<file path="config.mk">
export PLATFORM = sky130hd
export DESIGN_NAME = left_normalizer
export DESIGN_NICKNAME = d
export VERILOG_FILES = /design/src/rtl/normalize_pkg.sv /design/src/rtl/norm_stage.sv /design/src/rtl/left_normalizer.sv
export SDC_FILE = /design/constraint.sdc
export NUM_CORES = 1
export LEC_CHECK = 0
export ABC_CLOCK_PERIOD_IN_PS = 5700
export CAP_MARGIN = 20
export CORE_ASPECT_RATIO = 1.5
export CORE_MARGIN = 2
export CORE_UTILIZATION = 40
export DETAILED_ROUTE_END_ITERATION = 12
export PLACE_DENSITY = 0.67
export REMOVE_ABC_BUFFERS = 1
export SETUP_SLACK_MARGIN = 0.2
export SYNTH_ARGS = -nofsm -noshare
export SYNTH_HDL_FRONTEND = slang
export SYNTH_SLANG_ARGS = --single-unit
</file>
<file path="constraint.sdc">
create_clock -name Clock -period 5.7 [get_ports Clock]
set_input_delay 0.855 -clock Clock [delete_from_list [all_inputs] [get_ports Clock]]
set_output_delay 0.855 -clock Clock [all_outputs]
set_load 0.05 [all_outputs]
</file>
<file path="src/rtl/normalize_pkg.sv">
// normalize_pkg: shared widths, state encoding and stage-count helper for the normalize datapath
package normalize_pkg;
  localparam int NORM_WIDTH = 48;
  typedef enum logic [1:0] {IDLE, SHIFT, DONE} normState_t;
  function automatic int normSw(input int n);
    return $clog2(n);
  endfunction
endpackage

</file>
<file path="src/rtl/norm_stage.sv">
// norm_stage: one binary-search step, shifts left by 2**k when the top 2**k bits are all zero
module norm_stage
  import normalize_pkg::*;
#(
  parameter int N = NORM_WIDTH,
  parameter int SW = normSw(N)
) (
  input  logic [N-1:0]  wIn,
  input  logic [SW-1:0] k,
  output logic [N-1:0]  wOut,
  output logic          take
);
  logic [N-1:0] shifted [SW];
  logic [SW-1:0] takeVec;
  for (genvar s = 0; s < SW; s++) begin : g_stage
    localparam int P = 1 << s;
    if (P >= N) begin : g_skip
      assign takeVec[s] = 1'b0;
      assign shifted[s] = wIn;
    end else begin : g_live
      assign takeVec[s] = wIn[N-1 -: P] == '0;
      assign shifted[s] = wIn << P;
    end
  end
  always_comb begin
    take = takeVec[k];
    wOut = take ? shifted[k] : wIn;
  end
endmodule

</file>
<file path="src/rtl/left_normalizer.sv">
// left_normalizer: multi-cycle leading-zero normalizer with valid/ready on both sides
module left_normalizer
  import normalize_pkg::*;
#(
  parameter int N = NORM_WIDTH
) (
  input  logic                 Clock,
  input  logic                 Reset,
  input  logic                 InValid,
  output logic                 InReady,
  input  logic [N-1:0]         In,
  output logic                 OutValid,
  input  logic                 OutReady,
  output logic [N-1:0]         Out,
  output logic [normSw(N)-1:0] ShiftLeftAmount,
  output logic                 Zero
);
  localparam int SW = normSw(N);
  normState_t state;
  logic [SW-1:0] k;
  logic [SW-1:0] amt;
  logic [N-1:0] w;
  logic [N-1:0] stageW;
  logic take;
  logic zero;
  norm_stage #(.N(N), .SW(SW)) uStage (
    .wIn (w),
    .k   (k),
    .wOut(stageW),
    .take(take)
  );
  always_ff @(posedge Clock) begin
    if (Reset) begin
      state <= IDLE;
      k     <= '0;
      amt   <= '0;
      w     <= '0;
      zero  <= 1'b0;
    end else begin
      case (state)
        IDLE: if (InValid) begin
          w     <= In;
          amt   <= '0;
          k     <= SW'(SW - 1);
          zero  <= In == '0;
          state <= (In == '0) ? DONE : SHIFT;
        end
        SHIFT: begin
          w     <= stageW;
          amt   <= take ? amt + (SW'(1) << k) : amt;
          k     <= (k == '0) ? k : k - 1'b1;
          state <= (k == '0) ? DONE : SHIFT;
        end
        DONE: if (OutReady) state <= IDLE;
        default: state <= IDLE;
      endcase
    end
  end
  always_comb begin
    InReady         = state == IDLE;
    OutValid        = state == DONE;
    Out             = w;
    ShiftLeftAmount = amt;
    Zero            = zero;
  end
endmodule

</file>
Word level (Yosys, flattened, before mapping). Cells that the tools add are included.

Bits in registers: 63. Input bits: 52. Logic and storage cells: 50. Output and inout port bits: 57.

Equality and inequality tests: 6. Magnitude comparators: 2. Bitwise operators: 2. $add $sub $neg: 2. Reductions and logical operators: 13. Multiplexer cells: 19. Shift operators: 1.

Operators with widths (number): 48-bit 2-to-1 mux (4); 48-bit binary-select mux with 3-bit select (1); 48-bit one-hot mux with 2 select lines (1); 48-bit logical NOT (1); 32-bit logical NOT (1); 6-bit 2-to-1 mux (4); 6-bit one-hot mux with 2 select lines (2); 16-bit logical NOT (1); 8-bit logical NOT (1); 2-bit 2-to-1 mux (4); 7-bit by 4-bit >= comparator with 1-bit output (second input constant) (1); 6-bit NOT with 7-bit output (1); 6-bit adder (1); 6-bit logical NOT (1); 6-bit by 4-bit less-than comparator with 1-bit output (second input constant) (1); 2-bit inequality test (second input constant) (3); 2-bit one-hot mux with 3 select lines (1); 3-bit AND reduction (2); 1-bit by 6-bit left shift with 6-bit output (first input constant) (1); 6-bit by 1-bit subtractor with 6-bit output (second input constant) (1); 2-bit logical NOT (2); 4-bit logical NOT (1); 2-bit AND reduction (2); 1-bit binary-select mux with 3-bit select (1); 6 further kinds (6).

Logic depth before layout (Yosys ltp).
Depth in word-level cells: 6. Depth in mapped cells: 13. Mapped depth without buffers: 10.

Cells and area by module. From an unflattened synthesis, not the netlist that was laid out.

Cell total of the unflattened synthesis: 746. Area, all modules: 5505.3 um^2.

Modules (own cells, without submodules): left_normalizer (times used 1, sequential area each 1261.2 um^2, area an instance 2996.6 um^2, cells each 386); norm_stage (times used 1, sequential area each 0.0 um^2, area an instance 2508.7 um^2, cells each 360).

Worst setup path after synthesis. OpenSTA, ideal clock, no wires.

Kind: reg2reg. Start: register k[0]. End: register amt[4], in the netlist ShiftLeftAmount[4]. Cell stages (with the launch flop): 14. Arrival: 2.478 ns. Buffers on the path: 4. Data required time: 5.630 ns. Period minus slack after synthesis: 2.548 ns. Setup time: 0.070 ns. Setup slack: 3.152 ns. Cell sequence: dfxtp_1 buf_2 buf_4 buf_2 buf_2 or4_1 nor2_1 ha_1 fa_1 a21o_1 a21oi_1 xnor2_1 o211ai_1 a21oi_1.

Word-level cells in the longest chain between the ends: 4. Elaborated cells on any way between the ends: 8. Classes of those cells: add/sub: 1; eq/ne: 1; shift: 1; mux: 4; reduce/logical: 1.

RTL lines: start: declaration (RTL line left_normalizer.sv:20) `logic [SW-1:0] k;`; start signal: assignment (RTL line left_normalizer.sv:44) `k <= SW'(SW - 1);`; start signal: assignment (RTL line left_normalizer.sv:51) `k <= (k == '0) ? k : k - 1'b1;`; 1-bit by 6-bit left shift with 6-bit output / 1-bit binary-select mux with 3-bit select (equally long branches) (RTL line left_normalizer.sv:50, norm_stage.sv:26); 6-bit adder / 1-bit 2-to-1 mux (equally long branches) (RTL line left_normalizer.sv:50, norm_stage.sv:26); 6-bit 2-to-1 mux / 2-bit inequality test (equally long branches); 6-bit one-hot mux with 2 select lines / 3-bit AND reduction (equally long branches); end signal: assignment (RTL line left_normalizer.sv:50) `amt <= take ? amt + (SW'(1) << k) : amt;`; end: declaration (RTL line left_normalizer.sv:21) `logic [SW-1:0] amt;`.

Several ways; a longest one is shown, not always the timed one. The select of a mux whose other input is x is not followed. A chain may end at the register's enable or synchronous reset.

Worst setup path in the final report.
Start: register k[0]. End: register w[32], in the netlist Out[32].

Word-level cells in the longest chain between the ends: 6. Elaborated cells on any way between the ends: 10. Classes of those cells: eq/ne: 1; mux: 7; bitwise: 1; reduce/logical: 1.

RTL lines: 6-bit NOT with 7-bit output (not written as such) (RTL line norm_stage.sv:27) `wOut = take ? shifted[k] : wIn;`; 48-bit binary-select mux with 3-bit select (RTL line norm_stage.sv:27); 48-bit 2-to-1 mux (not written as such) (2 in series) (RTL line norm_stage.sv:27); 48-bit 2-to-1 mux (RTL line norm_stage.sv:27); 48-bit one-hot mux with 2 select lines (RTL line left_normalizer.sv:40) `case (state)`; end signal: assignment (RTL line left_normalizer.sv:42) `w <= In;`; end signal: assignment (RTL line left_normalizer.sv:49) `w <= stageW;`; end: declaration (RTL line left_normalizer.sv:22) `logic [N-1:0] w;`.

Several ways; a longest one is shown, not always the timed one. The select of a mux whose other input is x is not followed.

==> impl_metrics.csv <==
group,metric,value,unit
outcome,outcome,"completed",
place,gp_routability_congestion,0.957,
power,seq_power_share,0.275,
setup_path,cp_slowest_stage_delay,0.66,ns
power,p_leak,2.17,nW
global_route,groute.usage.overall,0.304,
detailed_routing,viasPerCell,6.84,
sta,slew_headroom,0.358,
yosys,ys_ff_latch,63,
place,dp_slack,2.23,ns
setup_path,critPathCaptureType,"register",
setup_path,worst-path-buf-inv,2,
final_layout,syn_to_final_growth,26.1,%
detailed_routing,ant_nets,0,
floorplan,design.die.area,13700,um^2
clock_network,clkSinkCount,63,
power,p_switching,0.00117,W
clock_network,numCtsBuffers,9,
run,maxCapViolCount,0,
setup_path,critPathMaxFanout,50,
floorplan,core_area,12400,um^2
floorplan,die_y,142,um
clock_network,clk_pin_slew,0.06,ns
power,p_clk_frac,0.250,
clock_network,cts_buffer_depth,2,
detailed_routing,num_vias,5921,
sta,setup_viol,0,
global_route,grt_max_degree,60,
floorplan,fp.dieW,96.3,um
setup_path,cp.arrival,3.43,ns
detailed_routing,dr_wl_met3,1360,um
yosys,syn_area_per_cell,7.90,um^2
clock_network,cts_htree_levels,3,
yosys,ys_seq_area_frac,0.247,
sta,worstMarginPinSlew,0.954,ns
floorplan,start_util,0.410,
detailed_routing,drcViolationCount,0,
global_route,grt_pass1_vias,5630,
yosys,synth_edf_count,0,
global_route,antenna_found_initial,0,
yosys,yosysUniqueCellTypes,59,
power,p_int,0.00140,W
yosys,yosysWarnings,0,
sta,period_minus_slack,3.19,ns
power,vdd_ir_drop_max,0.000158,V
final_layout,nNetsFinal,764,
clock_network,root_buffer,"clkbuf_16",
setup_path,worst_path_dominant_cell_family,"simple AND/OR/NAND/NOR gates",
yosys,synth_area,5110,um^2
place,port_buffers,108,
sta,finalSetupTns,0,ns
power,power_density,399,nW/um^2
detailed_routing,drtPass1Iterations,6,
hold_path,hp-class,"register to register",
yosys,syn_inst,647,
place,hpwl,14400,um
clock_network,clock_latency,0.34,ns
setup_path,required,5.94,ns
sta,timing.final.crit_share,0.559,
sta,setup_slack,2.51,ns
final_layout,drive_above_1_share,0.0901,
global_route,overflow,0,
clock_network,post-cts-setup-buffers,0,
sta,clock.fmax,314,MHz
detailed_routing,wl_per_cell,24.4,um
detailed_routing,dr.first_iter.drc_count,500,
final_layout,diodes,0,
power,pwr-share-comb,0.475,
floorplan,pin_count,109,
clock_network,cts_tree,"built",
sta,slew_viol_final,0,
sta,rsz0062_at_grt,"false",
yosys,synthArstFlopShare,0,
clock_network,ctsResizeCount,0,
global_route,grt_pass1_wl,31600,um
setup_path,worstPathCellList,"buf_4 -> inv_1 -> a41oi_1 -> or3_1 -> nand3_4 -> a311oi_1",
detailed_routing,met1_length,8010,um
detailed_routing,dr.max_layer_used,"met4",
sta,hold_viol,0,
setup_path,critPathKind,"register to register",
yosys,yosys_most_used_dff,"dfxtp_1",
sta,holdWs,0.460,ns
sta,skew,0.00639,ns
power,switching_share,0.454,
setup_path,slowest_stage,"dfxtp_4",
floorplan,rows,50,
detailed_routing,wl_met2,10600,um
setup_path,setup.worst_path.start_class,"register",
clock_network,hold_buffers,0,
detailed_routing,routed_wl,21100,um
state kept, by name, summed over array words and instances, names as in the netlist:
register and flops:
Zero 1, ShiftLeftAmount 6, state 2, Out 48, k 6
through the flow:
step            util  cell area, um^2  power (W)  cells
3_5_place_dp   0.489             6090    0.00191    849
4_1_cts        0.516             6430    0.00255    865
5_1_grt        0.517             6440    0.00267    866
6_report       0.517             6440    0.00257    866
2_1_floorplan      -             4720    0.00146    575
3_3_place_gp   0.489             6090    0.00189    849
cell families (layout without fill, tap and decap cells):
group / Yosys count / count (layout) / share of synthesized area
simple gates: 258 / 258 / 0.258
compound gates: 188 / 188 / 0.262
buf+inv: 77 / 140 / 0.0803
flops: 63 / 63 / 0.247
mux: 47 / 47 / 0.122
fa+ha+maj: 7 / 7 / 0.0186
xor+xnor: 7 / 7 / 0.0120
metal layers:
layer  track usage  up-vias
li1              -     2654
met1         0.365     2880
met4         0.172        0
met5             0        -
met2         0.504      313
met3        0.0482       74
layout by cell type, fill, tap and decap left out, types with 3 or more instances in the layout:
master           count
clkdlybuf4s50_1    107
nand2_1             80
dfxtp_1             61
nor4_1              60
a21oi_1             43
a311oi_1            31
nor2_1              30
nand3_1             30
mux2i_1             24
o21ai_0             22
a211oi_1            16
nand4_1             13
mux2_2              12
a22oi_1             12
mux4_2              11
nand2b_1            10
nor2b_1             10
nor3_1              10
buf_4               10
a31oi_1              9
o211ai_1             9
clkbuf_16            9
a32oi_1              8
a211o_1              7
ha_1                 6
or3_1                4
a21boi_0             4
o221ai_1             4
a21o_1               4
xor2_1               4
clkbuf_8             4
inv_1                3
xnor2_1              3
cell type report:
type	instances	area, um^2
Clock buffer	14	284
Sequential cell	63	1270
Multi-Input combinational cell	507	3450
Timing Repair Buffer	119	1160
Inverter	5	18.8
Fill cell	1202	6010
Clock inverter	2	60.1
Tap cell	156	195
power groups by stage:
| stage | clock [W] | sequential [W] | combinational, W |
|---|---|---|---|
| after floorplan | 0 | 0.000903 | 0.000561 |
| after global placement | 0 | 0.000704 | 0.00119 |
| after detailed placement | 0 | 0.000707 | 0.00120 |
| after CTS | 0.000645 | 0.000699 | 0.00120 |
| after global routing | 0.000661 | 0.000713 | 0.00129 |
| final | 0.000643 | 0.000708 | 0.00122 |
worst paths after layout:
path	start	endpoint	slack, ns	depth (start not counted)
setup reg to reg	k[0]$_SDFFE_PP0P_	Out[32]$_SDFFE_PP0P_	2.51	6
setup / recovery	k[0]$_SDFFE_PP0P_	Out[32]$_SDFFE_PP0P_	2.51	6
hold / removal	Zero$_SDFFE_PP0P_	Zero$_SDFFE_PP0P_	0.46	2
hold reg to reg	Zero$_SDFFE_PP0P_	Zero$_SDFFE_PP0P_	0.46	2
Yosys cell counts (6+ instances only):
library cell / number / share of area
nand2_1: 80 / 0.059
dfxtp_1: 63 / 0.25
nor4_1: 60 / 0.073
a21oi_1: 43 / 0.042
clkbuf_1: 33 / 0.024
a311oi_1: 31 / 0.053
nand3_1: 30 / 0.029
nor2_1: 30 / 0.022
mux2i_1: 24 / 0.047
o21ai_0: 22 / 0.022
buf_2: 19 / 0.019
a211oi_1: 16 / 0.024
nand4_1: 13 / 0.016
a22oi_1: 12 / 0.018
mux2_2: 12 / 0.026
mux4_2: 11 / 0.048
nand2b_1: 11 / 0.013
nor2b_1: 11 / 0.013
nor3_1: 10 / 0.0098
a31oi_1: 9 / 0.011
buf_4: 9 / 0.013
o211ai_1: 9 / 0.013
a32oi_1: 8 / 0.014
a211o_1: 7 / 0.012
ha_1: 6 / 0.015
worst reg2reg max path: stages (launching register included):
cell and delay, ns:
dfxtp_4 0.66, buf_4 0.63, inv_1 0.13, a41oi_1 0.35, or3_1 0.41, nand3_4 0.49
a311oi_1 0.42
Power figures use the tool's default switching activity.
